File: src/rtl/ro_freq_counter_pkg.sv
// Shared types and default parameters for the ring-oscillator frequency counter.
package ro_freq_counter_pkg;

    localparam int CNT_W_DEF      = 16;
    localparam int WIN_W_DEF      = 16;
    localparam int SETTLE_CYC_DEF = 4;

    typedef enum logic [1:0] {
        IDLE    = 2'd0,
        SETTLE  = 2'd1,
        MEASURE = 2'd2,
        FIN     = 2'd3
    } state_t;

endpackage

File: src/rtl/ro_sync_edge.sv
// Two-flop synchronizer for the asynchronous RO input plus a rising-edge pulse.
module ro_sync_edge (
    input  logic CLK,
    input  logic RST,
    input  logic D,
    output logic RISE
);

    logic meta;
    logic sync;
    logic sync_d;

    always_ff @(posedge CLK or posedge RST) begin
        if (RST) begin
            meta   <= 1'b0;
            sync   <= 1'b0;
            sync_d <= 1'b0;
        end else begin
            meta   <= D;
            sync   <= meta;
            sync_d <= sync;
        end
    end

    assign RISE = sync & ~sync_d;

endmodule

File: src/rtl/ro_freq_counter.sv
// Ring-oscillator frequency counter: settles the oscillator, then counts RO
// edges over a programmable window of CLK cycles.
//
//   state   | meaning
//   IDLE    | waiting for START, RO disabled, last result held
//   SETTLE  | RO enabled, SETTLE_CYC cycles for the oscillator to stabilise
//   MEASURE | RO enabled, counting edges for WIN_LEN cycles
//   FIN     | one cycle, DONE pulse, RO disabled
module ro_freq_counter
    import ro_freq_counter_pkg::*;
#(
    parameter int CNT_W      = CNT_W_DEF,
    parameter int WIN_W      = WIN_W_DEF,
    parameter int SETTLE_CYC = SETTLE_CYC_DEF
) (
    input  logic             CLK,
    input  logic             RST,
    input  logic             START,
    input  logic             ABORT,
    input  logic [WIN_W-1:0] WIN_LEN,
    input  logic             RO_IN,
    output logic             RO_EN,
    output logic             BUSY,
    output logic             DONE,
    output logic [CNT_W-1:0] COUNT,
    output logic             OVF
);

    // One down-counter times both phases, so it must hold the wider of the two.
    localparam int TMR_W = (WIN_W > 8) ? WIN_W : 8;
    localparam logic [CNT_W-1:0] CNT_MAX = '1;

    state_t             state;
    logic [TMR_W-1:0]   tmr;
    logic [WIN_W-1:0]   win_q;
    logic               rise;

    ro_sync_edge u_sync (
        .CLK  (CLK),
        .RST  (RST),
        .D    (RO_IN),
        .RISE (rise)
    );

    always_ff @(posedge CLK or posedge RST) begin
        if (RST) begin
            state <= IDLE;
            tmr   <= '0;
            win_q <= '0;
            COUNT <= '0;
            OVF   <= 1'b0;
            RO_EN <= 1'b0;
            BUSY  <= 1'b0;
            DONE  <= 1'b0;
        end else begin
            DONE <= 1'b0;
            case (state)
                IDLE: begin
                    if (START) begin
                        state <= SETTLE;
                        win_q <= WIN_LEN;
                        tmr   <= TMR_W'(SETTLE_CYC - 1);
                        COUNT <= '0;
                        OVF   <= 1'b0;
                        RO_EN <= 1'b1;
                        BUSY  <= 1'b1;
                    end
                end
                SETTLE: begin
                    if (ABORT) begin
                        state <= IDLE;
                        COUNT <= '0;
                        OVF   <= 1'b0;
                        RO_EN <= 1'b0;
                        BUSY  <= 1'b0;
                    end else if (tmr == '0) begin
                        if (win_q == '0) begin
                            state <= FIN;
                            RO_EN <= 1'b0;
                            DONE  <= 1'b1;
                        end else begin
                            state <= MEASURE;
                            tmr   <= TMR_W'(win_q) - TMR_W'(1);
                        end
                    end else begin
                        tmr <= tmr - TMR_W'(1);
                    end
                end
                MEASURE: begin
                    if (ABORT) begin
                        state <= IDLE;
                        COUNT <= '0;
                        OVF   <= 1'b0;
                        RO_EN <= 1'b0;
                        BUSY  <= 1'b0;
                    end else begin
                        if (rise) begin
                            if (COUNT == CNT_MAX) begin
                                OVF <= 1'b1;
                            end else begin
                                COUNT <= COUNT + CNT_W'(1);
                            end
                        end
                        if (tmr == '0) begin
                            state <= FIN;
                            RO_EN <= 1'b0;
                            DONE  <= 1'b1;
                        end else begin
                            tmr <= tmr - TMR_W'(1);
                        end
                    end
                end
                FIN: begin
                    state <= IDLE;
                    BUSY  <= 1'b0;
                end
                default: begin
                    state <= IDLE;
                    RO_EN <= 1'b0;
                    BUSY  <= 1'b0;
                end
            endcase
        end
    end

endmodule
File: config.mk
export PLATFORM = sky130hd
export DESIGN_NAME = ro_freq_counter
export DESIGN_NICKNAME = d
export VERILOG_FILES = /design/src/rtl/ro_freq_counter_pkg.sv /design/src/rtl/ro_sync_edge.sv /design/src/rtl/ro_freq_counter.sv
export SDC_FILE = /design/constraint.sdc
export NUM_CORES = 1
export LEC_CHECK = 0
export ABC_AREA = 1
export BUFFER_PORTS_ARGS = -buffer_cell sky130_fd_sc_hd__buf_4
export CAP_MARGIN = 10
export CORE_MARGIN = 2
export CORE_UTILIZATION = 40
export CTS_CLUSTER_SIZE = 24
export DETAILED_ROUTE_END_ITERATION = 6
export SLEW_MARGIN = 25
export SYNTH_ARGS = -nofsm -noshare
export SYNTH_HDL_FRONTEND = slang
export SYNTH_SLANG_ARGS = --single-unit
File: constraint.sdc
create_clock -name CLK -period 3.2 [get_ports CLK]
set_input_delay 0.16 -clock CLK [delete_from_list [all_inputs] [get_ports CLK]]
set_output_delay 0.16 -clock CLK [all_outputs]
set_load 0.01 [all_outputs]
======== Word-level counts from Yosys, hierarchy flattened ========
Index checks and enable logic that the tools add are counted.
storage, ports and cells
  output and inout port bits .............. 20
  register bits ........................... 57
  input bits .............................. 21
  word-level logic and storage cells ...... 85
cells by class
  mux-type cells .......................... 40
  reductions and logical operators ........ 12
  equal/unequal tests ..................... 17
  bitwise logic cells ..................... 2
  add/sub/neg operators ................... 3
operators by type and width
  cell                                                count
  two-way mux 16 bit                                  11
  case mux 16 bit (3 select lines)                    2
  zero test 16 bit                                    2
  subtractor 16 x 1 -> 16 bit, second input constant  2
  != test 3 bit, second input constant                7
  two-way mux 1 bit                                   17
  adder 16 x 1 -> 16 bit, second input constant       1
  == test 16 bit, second input constant               1
  AND reduction 5 bit                                 3
  two-way mux 2 bit                                   5
  != test 2 bit, second input constant                5
  case mux 1 bit (3 select lines)                     3
  case mux 2 bit (4 select lines)                     1
  AND reduction 6 bit                                 1
  == test 2 bit, second input constant                2
  AND reduction 2 bit                                 2
  AND reduction 3 bit                                 1
  nonzero test 3 bit                                  1
  == test 2 x 1 -> 1 bit, second input constant       1
  zero test 2 bit                                     1
  != test 2 x 1 -> 1 bit, second input constant       1
  case mux 1 bit (2 select lines)                     1
  OR reduction 2 bit                                  1
  bitwise AND 1 bit                                   1
  NOT 1 bit                                           1

======== Depth between registers and ports, before layout ========
Gate-level depths: netlist (run 1).
  depth after elaboration ................. 5
  gate-level depth with buffers ........... 12
  depth with buffers taken out ............ 12

======== Modules after synthesis ========
Synthesis (run 1) repeated with hierarchy kept, for this count alone.
second synthesis, totals
  cells, all modules ...................... 537
  area, all modules ....................... 3722.3 sq um
modules (own cells, without submodules)
  module           area each (sq um)  cells an instance  sequential area each (sq um)  times used
  ro_freq_counter  3633.5             531                1351.3                        1
  ro_sync_edge     88.8               6                  75.1                          1

======== Least setup slack after synthesis (run 1) ========
OpenSTA, ideal clock, no wires.
  kind .................................... register to register
  start ................................... reg state[0]
  end ..................................... reg COUNT[6]
  setup time .............................. 0.118 ns
  slack ................................... 1.519 ns
  arrival time ............................ 1.563 ns
  data required time ...................... 3.082 ns
  cell stages (with the launch flop) ...... 13
  period minus slack after synthesis ...... 1.681 ns
  path through ............................ dfrtp_1 > inv_1 > ha_1 > buf_2 > o21ai_1 > inv_1 > nor2_1 > inv_1 > nand2_4 > inv_2 > buf_6 > nand2_1 > o21ai_2
on the way
  word-level cells in the longest chain between the ends .. 3
  elaborated cells between the ends (all ways) .. 10
  those cells by class .................... eq/ne (6); mux (1); reduce/logical (3)
RTL lines
  what                                                    line                    source
  start, declared                                         ro_freq_counter.sv:33   state_t state;
  start signal, assigned                                  ro_freq_counter.sv:47   state <= IDLE;
  start signal, assigned                                  ro_freq_counter.sv:60   state <= SETTLE;
  start signal, assigned                                  ro_freq_counter.sv:71   state <= IDLE;
  == test 2 bit (tied with other cells)                   ro_freq_counter.sv:57   case (state)
  != test 3 bit (no source line) (tied with other cells)  n/a
  AND reduction 5 bit (no source line)                    n/a
  end signal, assigned                                    ro_freq_counter.sv:101  COUNT <= COUNT + CNT_W'(1);
  end, declared                                           ro_freq_counter.sv:25   output logic [CNT_W-1:0] COUNT,
Several ways; a longest one is shown, not always the timed one.
A chain may end at the register's enable or synchronous reset.

======== Final worst setup path (run 1) ========
  start ................................... reg state[0]
  end ..................................... reg tmr[9]
on the way
  word-level cells in the longest chain between the ends .. 3
  elaborated cells between the ends (all ways) .. 11
  those cells by class .................... eq/ne (7); mux (1); reduce/logical (3)
RTL lines
  what                                                    line                   source
  == test 2 x 1 -> 1 bit (tied with other cells)          ro_freq_counter.sv:57
  != test 3 bit (no source line) (tied with other cells)  n/a
  AND reduction 6 bit (no source line)                    n/a
  end signal, assigned                                    ro_freq_counter.sv:62  tmr <= TMR_W'(SETTLE_CYC - 1);
  end signal, assigned                                    ro_freq_counter.sv:83  tmr <= TMR_W'(win_q) - TMR_W'(1);
  end signal, assigned                                    ro_freq_counter.sv:86  tmr <= tmr - TMR_W'(1);
  end, declared                                           ro_freq_counter.sv:34  logic [TMR_W-1:0] tmr;
Several ways; a longest one is shown, not always the timed one.

==> reports/metrics.cfg, run 1 <==
[sta]
fmax_mhz=434
finalSetupViolations=0
hold_violations=0
fin_worst_skew_ns=0.0120
hold_ws_ns=0.0460
slew_headroom_pct=49.3
rsz0062_at_grt=false
final_max_slew_viol_count=0
tightestPinTransition_ns=0.759
fin_crit_sh_pct=72.0
tns_ns=0
min_period_ns=2.30

[logic_synthesis]
yosys_register_bits=57
synth_compound_area_share_pct=7.78
synth_top_family_by_area=simple AND/OR/NAND/NOR gates
async_flop_share_pct=100
synthCells=526
syn-cell-area_um2=3730
ys.flop_type=dfrtp_1
synthAdderAreaFrac_pct=3.35
ys_seq_area_share_pct=38.2
syn-num-nets=557
ys_warn_count=0
muxShareOfSynthArea_pct=0.302
avgSynthCellArea_um2=7.09
ys_types=39
synth-xor-area-share_pct=6.10
synthSimpleGateAreaFrac_pct=36.9
synth_edf_count=0

[die]
core-area_um2=9150
start_util_pct=40.8
die-area_um2=10100
core.rowCount=35
fp.dieW_um=101
die_y_um=101
io_pins=41

[setup_path]
path_cells=inv_1 -> ha_1 -> o21ai_0 -> nand4_4 -> nor2_2 -> nand2_1 -> nand2_1
endpoint_kind=flop
crit_fanout=17
required_ns=3.48
cpPeakStageDelay_ns=0.47
path_buf_inv=1
crit_family=simple AND/OR/NAND/NOR gates
critPathSlowestCell=nor2_2
critPathArrivalTime_ns=2.58
path_common_cell=nand2_1
critical_path_class=reg -> reg
worstSetupStartpointType=flop

[placed_design]
gp_congestion=0.908
port_buffers=40
hpwl_um=6650

[route]
firstDrtPassIters=5
ant_nets=0
wire_per_inst_um=12.9
via_per_inst=4.98
drc=0
drt_iter0_drc=229
vias=3413
wl_um=8830

[grt]
grt_pass1_vias=3118
grt_pass1_wl_um=14800
grt_max_degree=37
grtUsageTotal_pct=18.3
grt_antenna_before_repair=0
grt.overflow.total=0

[cells_and_area]
seqCellArea_um2=1430
fin_util_pct=47.2
nNetsFinal=601
syn2layout_area_growth_pct=15.8
antenna_cells=0
layout_common_cells=nand2_1 (152), nor2_1 (76), dfrtp_1 (57)
drive_above_1_share_pct=15.1
fillers=937
multi_input_area_um2=2030
layout_commonest_cell=nand2_1

[worst_hold_path]
hp-class=in -> reg

[cts]
cts_tree=yes
cts_setup_buffers=0
cts_made_buffers=9
path_clk_slew_ns=0.07
clk_latency_ns=0.35
cts.sinks=57
post_cts_resized=0
htree_levels=3
ctsLongestPathBuffers=2
ctsHoldBuffers=2
ctsRootBufferMaster=clkbuf_8

[power_and_ir_drop]
irDropWorstVdd_mv=0.402
leakage_nw=2.19
power-per-cell-area_nw_per_um2=886
total_power_mw=3.83

[run]
drv_cap=0

[outcome]
status=completed

==> worst reg2reg max path: stages (launching register included) <==
cell	delay, ns
dfrtp_1	0.38
inv_1	0.09
ha_1	0.42
o21ai_0	0.39
nand4_4	0.30
nor2_2	0.48
nand2_1	0.11
nand2_1	0.08
==> worst paths after layout <==
path / start / to / slack (ns) / cells past startpoint
setup reg to reg: state[0] / tmr[9] / 0.90 / 7
max in group asynchronous: RST / tmr[15] / 1.88 / 4
setup / recovery: state[0] / tmr[9] / 0.90 / 7
min in group asynchronous: RST / COUNT[2] / 0.52 / 3
hold / removal: WIN_LEN[9] / win_q[9] / 0.05 / 2
hold reg to reg: u_sync.meta / u_sync.sync / 0.35 / 0
==> flip-flops by register name, indices dropped and copies added, names as in the netlist <==
register	count
COUNT	16
tmr	16
win_q	16
state	2
BUSY	1
DONE	1
OVF	1
RO_EN	1
u_sync.meta	1
u_sync.sync	1
u_sync.sync_d	1
==> layer usage <==
layer | GRT usage (%) | up-vias | part of all wire [%]
met5 | 0 | - | 0
met4 | 4.53 | 0 | 1.2
met3 | 4.58 | 9 | 4.4
met2 | 28.8 | 89 | 46
met1 | 25.2 | 1558 | 49
li1 | - | 1757 | -
==> cell families after synthesis <==
logic type | count (synthesis)
simple gates | 313
buf+inv | 65
flops | 57
compound gates | 54
xor+xnor | 26
fa+ha+maj | 10
mux | 1
==> synthesized netlist by cell type (2+ instances only) <==
cell / number / area share [%]
a21oi_1: 24 / 3.2
buf_2: 3 / 0.40
buf_6: 3 / 0.91
clkbuf_1: 3 / 0.30
dfrtp_1: 57 / 38
ha_1: 10 / 3.4
inv_1: 51 / 5.1
inv_2: 3 / 0.30
nand2_1: 152 / 15
nand2_2: 6 / 1.0
nand2_4: 2 / 0.60
nand3_1: 44 / 5.9
nand3_2: 2 / 0.54
nand4_1: 5 / 0.84
nor2_1: 76 / 7.6
nor2_2: 8 / 1.3
nor3_1: 6 / 0.80
nor3b_1: 2 / 0.40
o21ai_0: 14 / 1.9
o21ai_1: 8 / 1.1
o21bai_1: 3 / 0.60
or2_1: 2 / 0.34
or2_2: 2 / 0.34
xnor2_1: 4 / 0.94
xor2_1: 22 / 5.2
==> layout make-up <==
| cell class | count | area share (%) |
|---|---|---|
| Inverter | 54 | 4.69 |
| Clock inverter | 6 | 1.36 |
| Sequential cell | 57 | 33.0 |
| Multi-Input combinational cell | 404 | 47.0 |
| Clock buffer | 10 | 2.95 |
| Timing Repair Buffer | 44 | 7.76 |
| Tap cell | 111 | 3.21 |
==> power breakdown <==
part           internal [mW]  switching [mW]
logic                  0.677            1.35
registers              0.932           0.202
clock network          0.356           0.310
==> metrics by stage <==
step / worst slack, ns / area [um^2] / instances
after floorplan: 1.52 / 3730 / 526
after global placement: 1.01 / 4110 / 668
after detailed placement: 0.913 / 4110 / 668
after CTS: 0.898 / 4320 / 686
after global routing: 0.671 / 4320 / 686
final: 0.898 / 4320 / 686
Power figures use the tool's default switching activity.
==> run 2: changes to the inputs <==
==> constraint.sdc (replaced) <==
create_clock -name CLK -period 2 [get_ports CLK]
set_input_delay 0.1 -clock CLK [delete_from_list [all_inputs] [get_ports CLK]]
set_output_delay 0.1 -clock CLK [all_outputs]
set_load 0.01 [all_outputs]
==> run 2 against run 1 <==
Global-route usage grew 0.99 points. Clock power grew 82%. Utilization grew 2.4 points. Total power grew 68%. Final area grew 5.2%. Via count grew 1.5%. Hold slack lost 0.021 ns. Wire length grew 5.0%. Register-to-register slack lost 0.72 ns. Critical endpoint is now tmr[2]. Combinational power grew 68%.
==> reports/metrics.cfg, run 2 (same netlist as run 1, synthesis figures left out) <==
[outcome]
status=completed  ; unchanged

[setup_path]
critical_path_class=reg -> reg  ; unchanged
path_buf_inv=3  ; was 1
cpPeakStageDelay_ns=0.40  ; was 0.47 ns
path_cells=inv_1 -> ha_1 -> buf_4 -> nand4_2 -> inv_1 -> nand2_1 -> o21ai_0 -> nand2_1 -> nand2_1  ; was inv_1 -> ha_1 -> o21ai_0 -> nand4_4 -> nor2_2 -> nand2_1 -> nand2_1
reg2reg_depth=9  ; was 7
crit_family=buffers and inverters  ; was simple AND/OR/NAND/NOR gates
cp.depth=9  ; was 7
crit_fanout=8  ; was 17
critPathSlowestCell=dfrtp_1  ; was nor2_2
worstSetupStartpointType=flop  ; unchanged
endpoint_kind=flop  ; unchanged
critPathArrivalTime_ns=2.11  ; was 2.58 ns
path_common_cell=nand2_1  ; unchanged
required_ns=2.29  ; was 3.48 ns

[power_and_ir_drop]
comb_power_share_pct=53.2  ; was 53.0%
power.share.switching_pct=47.6  ; was 48.6%
leakage_nw=2.28  ; was 2.19 nW
irDropWorstVdd_mv=0.744  ; was 0.402 mV
total_power_mw=6.43  ; was 3.83 mW
switching_power_mw=3.06  ; was 1.86 mW
seqPwrFrac_pct=28.0  ; was 29.6%
internal_power_mw=3.37  ; was 1.97 mW
clkPwrFrac_pct=18.8  ; was 17.4%
power-per-cell-area_nw_per_um2=1410  ; was 886 nW/um^2

[cts]
ctsRootBufferMaster=clkbuf_8  ; unchanged
cts.sinks=57  ; unchanged
cts_tree=yes  ; unchanged
path_clk_slew_ns=0.07  ; about the same
htree_levels=3  ; unchanged
ctsLongestPathBuffers=2  ; unchanged
clk_latency_ns=0.35  ; about the same
cts_made_buffers=9  ; unchanged

[die]
core.rowCount=35  ; unchanged
start_util_pct=40.8  ; unchanged
die_y_um=101  ; unchanged
io_pins=41  ; unchanged
die-area_um2=10100  ; unchanged
fp.dieW_um=101  ; unchanged
core-area_um2=9150  ; unchanged

[cells_and_area]
fillers=919  ; was 937
drive_above_1_share_pct=15.8  ; was 15.1%
syn2layout_area_growth_pct=21.8  ; was 15.8%
layout_common_cells=nand2_1 (152), nor2_1 (75), dfrtp_1 (57)  ; was nand2_1 (152), nor2_1 (76), dfrtp_1 (57)
design_area_um2=4540  ; was 4320 um^2
reg_top3=COUNT: 16 flops, tmr: 16 flops, win_q: 16 flops  ; unchanged
nNetsFinal=620  ; was 601
antenna_cells=0  ; unchanged
layout_commonest_cell=nand2_1  ; unchanged

[sta]
hold_ws_ns=0.0247  ; was 0.0460 ns
fin_crit_sh_pct=91.1  ; was 72.0%
min_period_ns=1.82  ; was 2.30 ns
final_max_slew_viol_count=0  ; unchanged
hold_violations=0  ; unchanged
tightestPinTransition_ns=0.512  ; was 0.759 ns
fmax_mhz=549  ; was 434 MHz
finalSetupViolations=0  ; unchanged
tns_ns=0  ; unchanged
fin_worst_skew_ns=0.0128  ; was 0.0120 ns
slew_headroom_pct=65.8  ; was 49.3%

[route]
via_per_inst=4.91  ; was 4.98
vias=3463  ; was 3413
drt_iter0_drc=224  ; was 229
wl_um=9270  ; was 8830 um
firstDrtPassIters=5  ; unchanged
drc=0  ; unchanged
ant_nets=0  ; unchanged
wire_per_inst_um=13.2  ; was 12.9 um

[grt]
grt_max_degree=25  ; was 37
grt_antenna_before_repair=0  ; unchanged
grtUsageTotal_pct=19.3  ; was 18.3%
grt.overflow.total=0  ; unchanged
grt_pass1_wl_um=15300  ; was 14800 um
grt_pass1_vias=3259  ; was 3118

[placed_design]
gp_congestion=0.875  ; was 0.908
place_area_um2=4170  ; was 4110 um^2
hpwl_um=6860  ; was 6650 um
port_buffers=40  ; unchanged

[run]
drv_cap=0  ; unchanged

[worst_hold_path]
holdPathStages=3  ; was 2
hp-class=in -> reg  ; unchanged

## run 2: changes by cell type in the layout (fill, tap and decap cells not counted), sizes merged
cell / previous run / this run
buf: 42 / 49
clkinv: 5 / 1
clkinvlp: 0 / 2
dlygate4sd3: 2 / 14
clkbuf: 10 / 11
bufinv: 1 / 2
## run 2: what timing repair did
action	CTS	global route
endpoints found under the setup margin	0	20
resized for setup	0	6
hold buffers	14	0
buffers inserted	0	0
endpoints found under the hold margin	35	0
## run 2: per-stage QoR
step,cells,util [%],setup WS (ns)
final,705,49.7,0.178
after global routing,705,49.7,-0.00219
after CTS,705,49.4,0.0674
after detailed placement,675,45.5,0.0841
after global placement,675,45.5,0.124
after floorplan,526,-,0.319
## run 2: area by class of cell
| class | count | area, um^2 | share of cell area (%) |
|---|---|---|---|
| tap | 111 | 139 | 3.06 |
| clock buffer | 11 | 131 | 2.89 |
| sequential | 57 | 1430 | 31.4 |
| clock inverter | 5 | 80.1 | 1.76 |
| multi-input combinational | 404 | 2050 | 45.2 |
| timing repair buffer | 63 | 508 | 11.2 |
| inverter | 54 | 205 | 4.52 |
## run 2: path summary, 6_finish.rpt
kind | start | endpoint | slack [ns]
min in group asynchronous | RST | win_q[4] | 0.34
min reg2reg | u_sync.meta | u_sync.sync | 0.35
max reg2reg | state[1] | tmr[2] | 0.18
max | state[1] | tmr[2] | 0.18
min | WIN_LEN[1] | win_q[1] | 0.02
max in group asynchronous | RST | tmr[15] | 0.99
## run 2: routing by layer
metal,vias up,track usage (%),wire [um]
li1,1786,-,-
met1,1594,25.8,4460
met2,66,31.0,4390
met3,17,2.98,253
met4,0,8.01,174
met5,-,0,0
## run 2: power groups by stage
stage	clock network [mW]	logic [mW]	registers, mW
final	1.21	3.42	1.80
after global routing	1.27	3.90	1.86
after CTS	1.23	3.37	1.80
after detailed placement	0	3.32	1.82
after global placement	0	3.27	1.81
after floorplan	0	2.60	1.76
## run 2: worst reg2reg max path, delay by kind of cell (launching register included)
kind	cells	cell delay [ns]
buffers and inverters	3	0.56
AOI/OAI and AO/OA	1	0.12
DFF	1	0.40
and+or+nand+nor	4	0.46
adders and majority gates	1	0.23
